--- src/rtl/output_argmax_scorer.sv ---
`default_nettype none
// ============================================================================
// Module      : output_argmax_scorer
// Description : Serial argmax over a signed score vector, compared against a
//               teacher label; emits {hit, class} and keeps accuracy counters.
// Revision    : 1.0 - initial release
// ============================================================================
module output_argmax_scorer #(
    parameter int NO  = 5,
    parameter int NH1 = 6,
    parameter int WF  = 4,
    parameter int WN  = 16
) (
    input  logic                                iCLK,
    input  logic                                iRST,
    input  logic                                iClear,
    input  logic                                iValid_AM_Output,
    output logic                                oReady_AM_Output,
    input  logic [NO*($clog2(NH1)+WF)-1:0]      iData_AM_Output,
    input  logic                                iValid_AS_Label,
    output logic                                oReady_AS_Label,
    input  logic [$clog2(NO)-1:0]               iData_AS_Label,
    output logic                                oValid_BM_Class,
    input  logic                                iReady_BM_Class,
    output logic [$clog2(NO):0]                 oData_BM_Class,
    output logic [WN-1:0]                       oCount_Total,
    output logic [WN-1:0]                       oCount_Hit
);

    localparam int WO = $clog2(NH1) + WF;
    localparam int WC = $clog2(NO);

    localparam logic [1:0]    c_idle    = 2'd0;
    localparam logic [1:0]    c_scan    = 2'd1;
    localparam logic [1:0]    c_out     = 2'd2;
    localparam logic [WN-1:0] c_cnt_max = '1;

    logic [1:0]             r_state;
    logic [1:0]             w_state_nxt;
    logic [NO*WO-1:0]       r_vec;
    logic [WC-1:0]          r_label;
    logic signed [WO-1:0]   r_max;
    logic [WC-1:0]          r_idx;
    logic [WC-1:0]          r_k;
    logic signed [WO-1:0]   w_elem;
    logic                   w_accept;
    logic                   w_hs;
    logic                   w_hit;

    // A label outside 0..NO-1 can never equal an index, so it never hits.
    assign w_hit = (r_idx == r_label);

    always_comb begin
        w_elem = '0;
        for (int k = 0; k < NO; k++) begin
            if (r_k == WC'(k)) begin
                w_elem = r_vec[k*WO +: WO];
            end
        end
    end

    always_ff @(posedge iCLK) begin
        if (iRST) begin
            r_state <= c_idle;
        end else begin
            r_state <= w_state_nxt;
        end
    end

    // Readies are cross-coupled in IDLE so the two streams only move together.
    always_comb begin
        w_state_nxt      = r_state;
        w_accept         = 1'b0;
        w_hs             = 1'b0;
        oReady_AM_Output = 1'b0;
        oReady_AS_Label  = 1'b0;
        oValid_BM_Class  = 1'b0;
        oData_BM_Class   = '0;
        case (r_state)
            c_idle: begin
                oReady_AM_Output = iValid_AS_Label & ~iRST;
                oReady_AS_Label  = iValid_AM_Output & ~iRST;
                if (iValid_AM_Output && iValid_AS_Label) begin
                    w_accept    = 1'b1;
                    w_state_nxt = c_scan;
                end
            end
            c_scan: begin
                if (r_k == WC'(NO - 1)) begin
                    w_state_nxt = c_out;
                end
            end
            c_out: begin
                oValid_BM_Class = 1'b1;
                oData_BM_Class  = {w_hit, r_idx};
                if (iReady_BM_Class) begin
                    w_hs        = 1'b1;
                    w_state_nxt = c_idle;
                end
            end
            default: w_state_nxt = c_idle;
        endcase
    end

    always_ff @(posedge iCLK) begin
        if (iRST) begin
            r_vec   <= '0;
            r_label <= '0;
            r_max   <= '0;
            r_idx   <= '0;
            r_k     <= '0;
        end else if (w_accept) begin
            r_vec   <= iData_AM_Output;
            r_label <= iData_AS_Label;
            r_max   <= iData_AM_Output[WO-1:0];
            r_idx   <= '0;
            r_k     <= WC'(1);
        end else if (r_state == c_scan) begin
            // Strict compare: on a tie the earlier (lower) index is kept.
            if (w_elem > r_max) begin
                r_max <= w_elem;
                r_idx <= r_k;
            end
            r_k <= r_k + 1'b1;
        end
    end

    always_ff @(posedge iCLK) begin
        if (iRST) begin
            oCount_Total <= '0;
            oCount_Hit   <= '0;
        end else if (iClear) begin
            oCount_Total <= {{(WN-1){1'b0}}, w_hs};
            oCount_Hit   <= {{(WN-1){1'b0}}, w_hs & w_hit};
        end else if (w_hs) begin
            if (oCount_Total != c_cnt_max) begin
                oCount_Total <= oCount_Total + 1'b1;
            end
            if (w_hit && (oCount_Hit != c_cnt_max)) begin
                oCount_Hit <= oCount_Hit + 1'b1;
            end
        end
    end

endmodule
`default_nettype wire

--- config.mk ---
export PLATFORM = sky130hd
export DESIGN_NAME = output_argmax_scorer
export DESIGN_NICKNAME = d
export VERILOG_FILES = /design/src/rtl/output_argmax_scorer.sv
export SDC_FILE = /design/constraint.sdc
export NUM_CORES = 1
export LEC_CHECK = 0
export ABC_AREA = 1
export BUFFER_PORTS_ARGS = -buffer_cell sky130_fd_sc_hd__buf_2
export CAP_MARGIN = 20
export CORE_MARGIN = 4
export CORE_UTILIZATION = 56
export CTS_CLUSTER_DIAMETER = 100
export CTS_CLUSTER_SIZE = 40
export DETAILED_ROUTE_END_ITERATION = 12
export PLACE_DENSITY = 0.76
export SLEW_MARGIN = 20
export SYNTH_ARGS = -nofsm -noshare
export SYNTH_HDL_FRONTEND = slang
export SYNTH_SLANG_ARGS = --single-unit
--- constraint.sdc ---
create_clock -name iCLK -period 3.5 [get_ports iCLK]
set_input_delay 0.7 -clock iCLK [delete_from_list [all_inputs] [get_ports iCLK]]
set_output_delay 0.7 -clock iCLK [all_outputs]
set_load 0.01 [all_outputs]
# Yosys cells after proc, flatten, opt, wreduce, memory -nomap -nowiden
# Cells that the tools add are included.
# word_totals
ff_bits	85
latchBits	0
mem_bits_rw	0
romBits	0
inputBits	44
output_inout_bits	39
wordCells	77
mem_count	0
# op_classes
add_sub_neg	3
mul	0
n_div	0
order_cmp	1
n_eq_ne	12
shift	0
n_mux	28
bitwise	4
n_reduce_logical	18
# op_table
op	count
$mux 7	8
$add 16x1->16 const B	2
$ne 16x16->1 const B	2
$mux 1	15
$reduce_and 2->1	6
$reduce_bool 2->1	5
$gt 7x7->1	1
$eq 3x2->1 const B	2
$mux 2	3
$ne 2x2->1 const B	3
$pmux 2 s3	1
$mux 4	1
$reduce_or 2->1	2
$add 3x1->3 const B	1
$and 1x1->1	3
$eq 3x1->1 const B	1
$eq 3x3->1	1
$eq 3x3->1 const B	1
$logic_not 3->1	1
$reduce_and 3->1	1
$eq 2x1->1 const B	1
$eq 2x2->1 const B	1
$logic_and 1x1->1	2
$logic_not 2->1	1
$not 1->1	1

# Depth between registers and ports, before layout
# depth
ltp_word	10
ltp_mapped	22
depth_no_buf	21

# Worst setup path after synthesis
# No wires, ideal clock.
# synth_path
kind	reg-to-reg
startpoint	reg r_k[0]
endpoint	reg r_max[0]
setup_ns	0.112
arrival_time_ns	2.374
t_required_ns	3.388
setup_slack_ns	1.014
path_stages_with_launch	19
path_buffers	2
synth_period_minus_slack_ns	2.486
cell_sequence	dfxtp_1 -> ha_1 -> ha_1 -> inv_1 -> clkbuf_1 -> nand3_1 -> a21boi_0 -> ha_1 -> a21oi_1 -> nand2_1 -> nand2_1 -> nand2_1 -> nand2_1 -> nand2_1 -> nand2_1 -> buf_2 -> nand3_1 -> nand2_1 -> nor2_1
# synth_between
elab_chain_cells	9
word_cells_on_any_way	16
cone_classes	order compare (1); eq/ne (4); mux (8); reduce/logical (3)
# synth_rtl
item	line_no	rtl
start: declaration	44	logic [WC-1:0] r_k;
start signal: assignment	124	r_k <= r_k + 1'b1;
$logic_not 3->1	56	if (r_k == WC'(k)) begin
$mux 7 (4 in a row)	56	
$mux 7 *	56	
$gt 7x7->1 or $mux 7 (tied branches)	120	if (w_elem > r_max) begin
$reduce_bool 2->1 (no source line) or $mux 7 (tied branches)	n/a	
$reduce_and 2->1 (no source line) or $mux 7 (tied branches)	n/a	
end signal: assignment	115	r_max <= iData_AM_Output[WO-1:0];
end signal: assignment	121	r_max <= w_elem;
end: declaration	42	logic signed [WO-1:0] r_max;
# Every way passes the cells marked *; elsewhere a longest branch is shown, timed or not. The select of a mux whose other input is x is not followed.
# A chain may end at the register's enable or synchronous reset.

# Worst setup path after layout
# layout_path
startpoint	reg r_k[0]
endpoint	reg r_idx[2]
# layout_between
elab_chain_cells	8
word_cells_on_any_way	12
cone_classes	order compare (1); eq/ne (4); mux (5); reduce/logical (2)
# layout_rtl
item	line_no	rtl
$logic_not 3->1	56	
$mux 7 (4 in a row)	56	
$mux 7 *	56	
$gt 7x7->1 *	120	
$reduce_and 2->1 (no source line) *	n/a	
end signal: assignment	122	r_idx <= r_k;
end: declaration	43	logic [WC-1:0] r_idx;
# Every way passes the cells marked *; elsewhere a longest branch is shown, timed or not.

==> out/results.ini <==
[clocking]
h-tree-depth = 3
cts_hold_buf = 0
clockBufferDepth = 2
cts_tree = built
numCtsBuffers = 9
clkTransAtPathRegs_ns = 0.10
post_cts_buffers = 0
clock_sinks = 85
cts_root_buf = clkbuf_8
postCtsResizedCells = 0
clock_latency_ns = 0.36

[timing]
layout_worst_path_cycle_share = 0.831
rsz0062_at_grt = false
finalSetupViolCount = 0
fin_ws_ns = 0.592
worstMarginPinSlew_ns = 0.876
slew_violations = 0
clock_skew_ns = 0.0139
tns_ns = 0
max_freq_mhz = 344
min_period_ns = 2.91
finalHoldViolations = 0
max-slew-margin-rel = 0.415

[place]
post-place-ws_ns = 0.623
dpl_cell_area_sq_um = 5040
hpwl_microns = 8030
gp_congestion = 0.927
portBuffers = 82

[logic_synthesis]
seq_area_frac_synth = 0.370
avgSynthCellArea_sq_um = 6.82
async_reset_ff_frac = 0
syn_area_sq_um = 4600
synth-edff-count = 0
synth_cell_type_count = 35
synth_mux_area_frac = 0
ys_seq_elements = 85
synth_xor_area_frac = 0.0476
ys_warn_count = 0
synth_top_family_by_area = simple AND/OR/NAND/NOR gates
syn_inst = 674
synth-adder-area-share = 0.0381
syn-num-nets = 732
synthFlopType = dfxtp_1
yosys.area_share.simple = 0.324
synth_compound_area_frac = 0.131

[routing]
drt_iter0_markers = 150
wl_per_cell_microns = 13.0
drcViolationCount = 0
first_pass_iters = 5
finalWirelength_microns = 11100
via_per_inst = 5.27
vias = 4485
postRouteAntennaNets = 0

[setup_path]
start_kind = register
max_stage_delay_ns = 0.37
path_cells = inv_1 > ha_1 > inv_1 > nor2_1 > nand2_1 > nand3_1 > nand3_1 > a21boi_0 > ha_1 > a21oi_1 > nand2_1 > nand2_1 > nand2_1 > nand2_1 > nand2_1 > nand2_1 > inv_1 > nor2_1 > nor2_1
path_depth = 19
crit_top_cell = nand2_1
r2r_cells = 19
critPathBufInv = 3
end_kind = register
arrival_ns = 3.17
crit_slowest_cell = dfxtp_1
criticalPathCategory = register to register
critical_path.max_fanout = 11
crit_family = simple AND/OR/NAND/NOR gates
rrSetupSlack_ns = 0.59
cp_data_required_time_ns = 3.77

[floorplanning]
core_sq_um = 7850
rows = 32
die_y_microns = 98.6
fp.dieW_microns = 98.6
die_area_sq_um = 9730
initial_utilization = 0.586
ioPinCount = 83

[layout]
antenna_cells = 0
layout_common_cells = nand2_1 (134), nor2_1 (114), dfxtp_1 (85), buf_2 (82), inv_1 (68)
drive_above_1_share = 0.186
nNetsFinal = 803
final.fill_count = 707
final_area_sq_um = 5260
mostFrequentLayoutCell = nand2_1
syn2layout_area_growth_pct = 14.3

[grt]
grt-ovfl-total = 0
antenna_found_initial = 0
grt_max_degree = 55
grt_pass1_wl_microns = 18300
grt_pass1_vias = 4172
grt_use_total = 0.224

[power_and_ir_drop]
ir_drop_mv = 0.212
power_density_nw_per_um2 = 412
p_leak_uw = 0.00231

[outcome]
outcome = finished, final reports clean

[run]
cap_violations = 0

[worst_hold_path]
whs_path_depth = 2
hold_class = register to register

worst reg2reg max path, delay by kind of cell (launching register included):
kind	cells	cell delay [ns]
adder cells (fa/ha/maj)	2	0.46
AO/OA/AOI/OAI	2	0.39
buffers and inverters	3	0.26
flip-flops	1	0.37
AND/OR/NAND/NOR	12	1.34
routing by layer:
layer  global-route usage  wire length [microns]  up-vias
li1                     -                      -     2286
met1                0.276                   4770     2052
met2                0.399                   5450      131
met3               0.0418                    693       16
met4               0.0620                    143        0
met5                    0                      0        -
metrics by stage:
stage	utilization	hold slack (ns)	std cells	power [uW]
after global routing	0.670	0.491	851	2260
after global placement	0.642	0.442	836	1380
after CTS	0.670	0.467	851	2170
final	0.670	0.465	851	2160
after detailed placement	0.642	0.455	836	1390
after floorplan	-	0.424	674	1300
area by class of cell:
cell class	count	area, sq um	area share
multi-input cells	488	2490	0.474
inverters	77	292	0.0554
clock buffers	10	138	0.0262
flip-flops and latches	85	1700	0.324
well taps	102	128	0.0243
repair buffers	84	425	0.0809
clock inverters	5	83.8	0.0159
synthesized netlist by cell type (3+ instances only):
library cell,instances,area [sq um]
inv_1,68,255
a21oi_1,30,150
xor2_1,15,131
buf_2,6,30.0
clkbuf_1,15,56.3
nand4_1,5,31.3
nand2_1,134,503
nor3_2,4,40.0
o22ai_1,6,37.5
nor2_1,114,428
a21boi_0,6,45.0
inv_2,7,26.3
a21oi_2,10,87.6
ha_1,14,175
nand2_2,4,25.0
nand3_1,56,280
or2_1,3,18.8
xnor2_1,10,87.6
o21ai_0,48,240
nor3_1,9,45.0
or2_2,9,56.3
dfxtp_1,85,1700
registers in the layout, summed over array words and instances, names as in the netlist:
register      flops
r_state           2
r_k               3
r_vec            35
r_idx             3
r_max             7
r_label           3
oCount_Hit       16
oCount_Total     16
where the power goes:
group | switching [uW] | internal [uW]
Sequential | 27.6 | 1020
Combinational | 208 | 120
Clock | 369 | 420
Total | 605 | 1560
final timing paths:
| check | from | endpoint |
|---|---|---|
| setup / recovery | r_k[0] | r_idx[2] |
| hold / removal | r_vec[21] | r_vec[21] |
| setup reg to reg | r_k[0] | r_idx[2] |
| hold reg to reg | r_vec[21] | r_vec[21] |
cell families after synthesis:
| logic type | count (synthesis) |
|---|---|
| simple gates | 344 |
| buf+inv | 101 |
| xor+xnor | 25 |
| fa+ha+maj | 14 |
| flops | 85 |
| compound gates | 105 |
No activity file was read; power rests on OpenSTA's default activity.
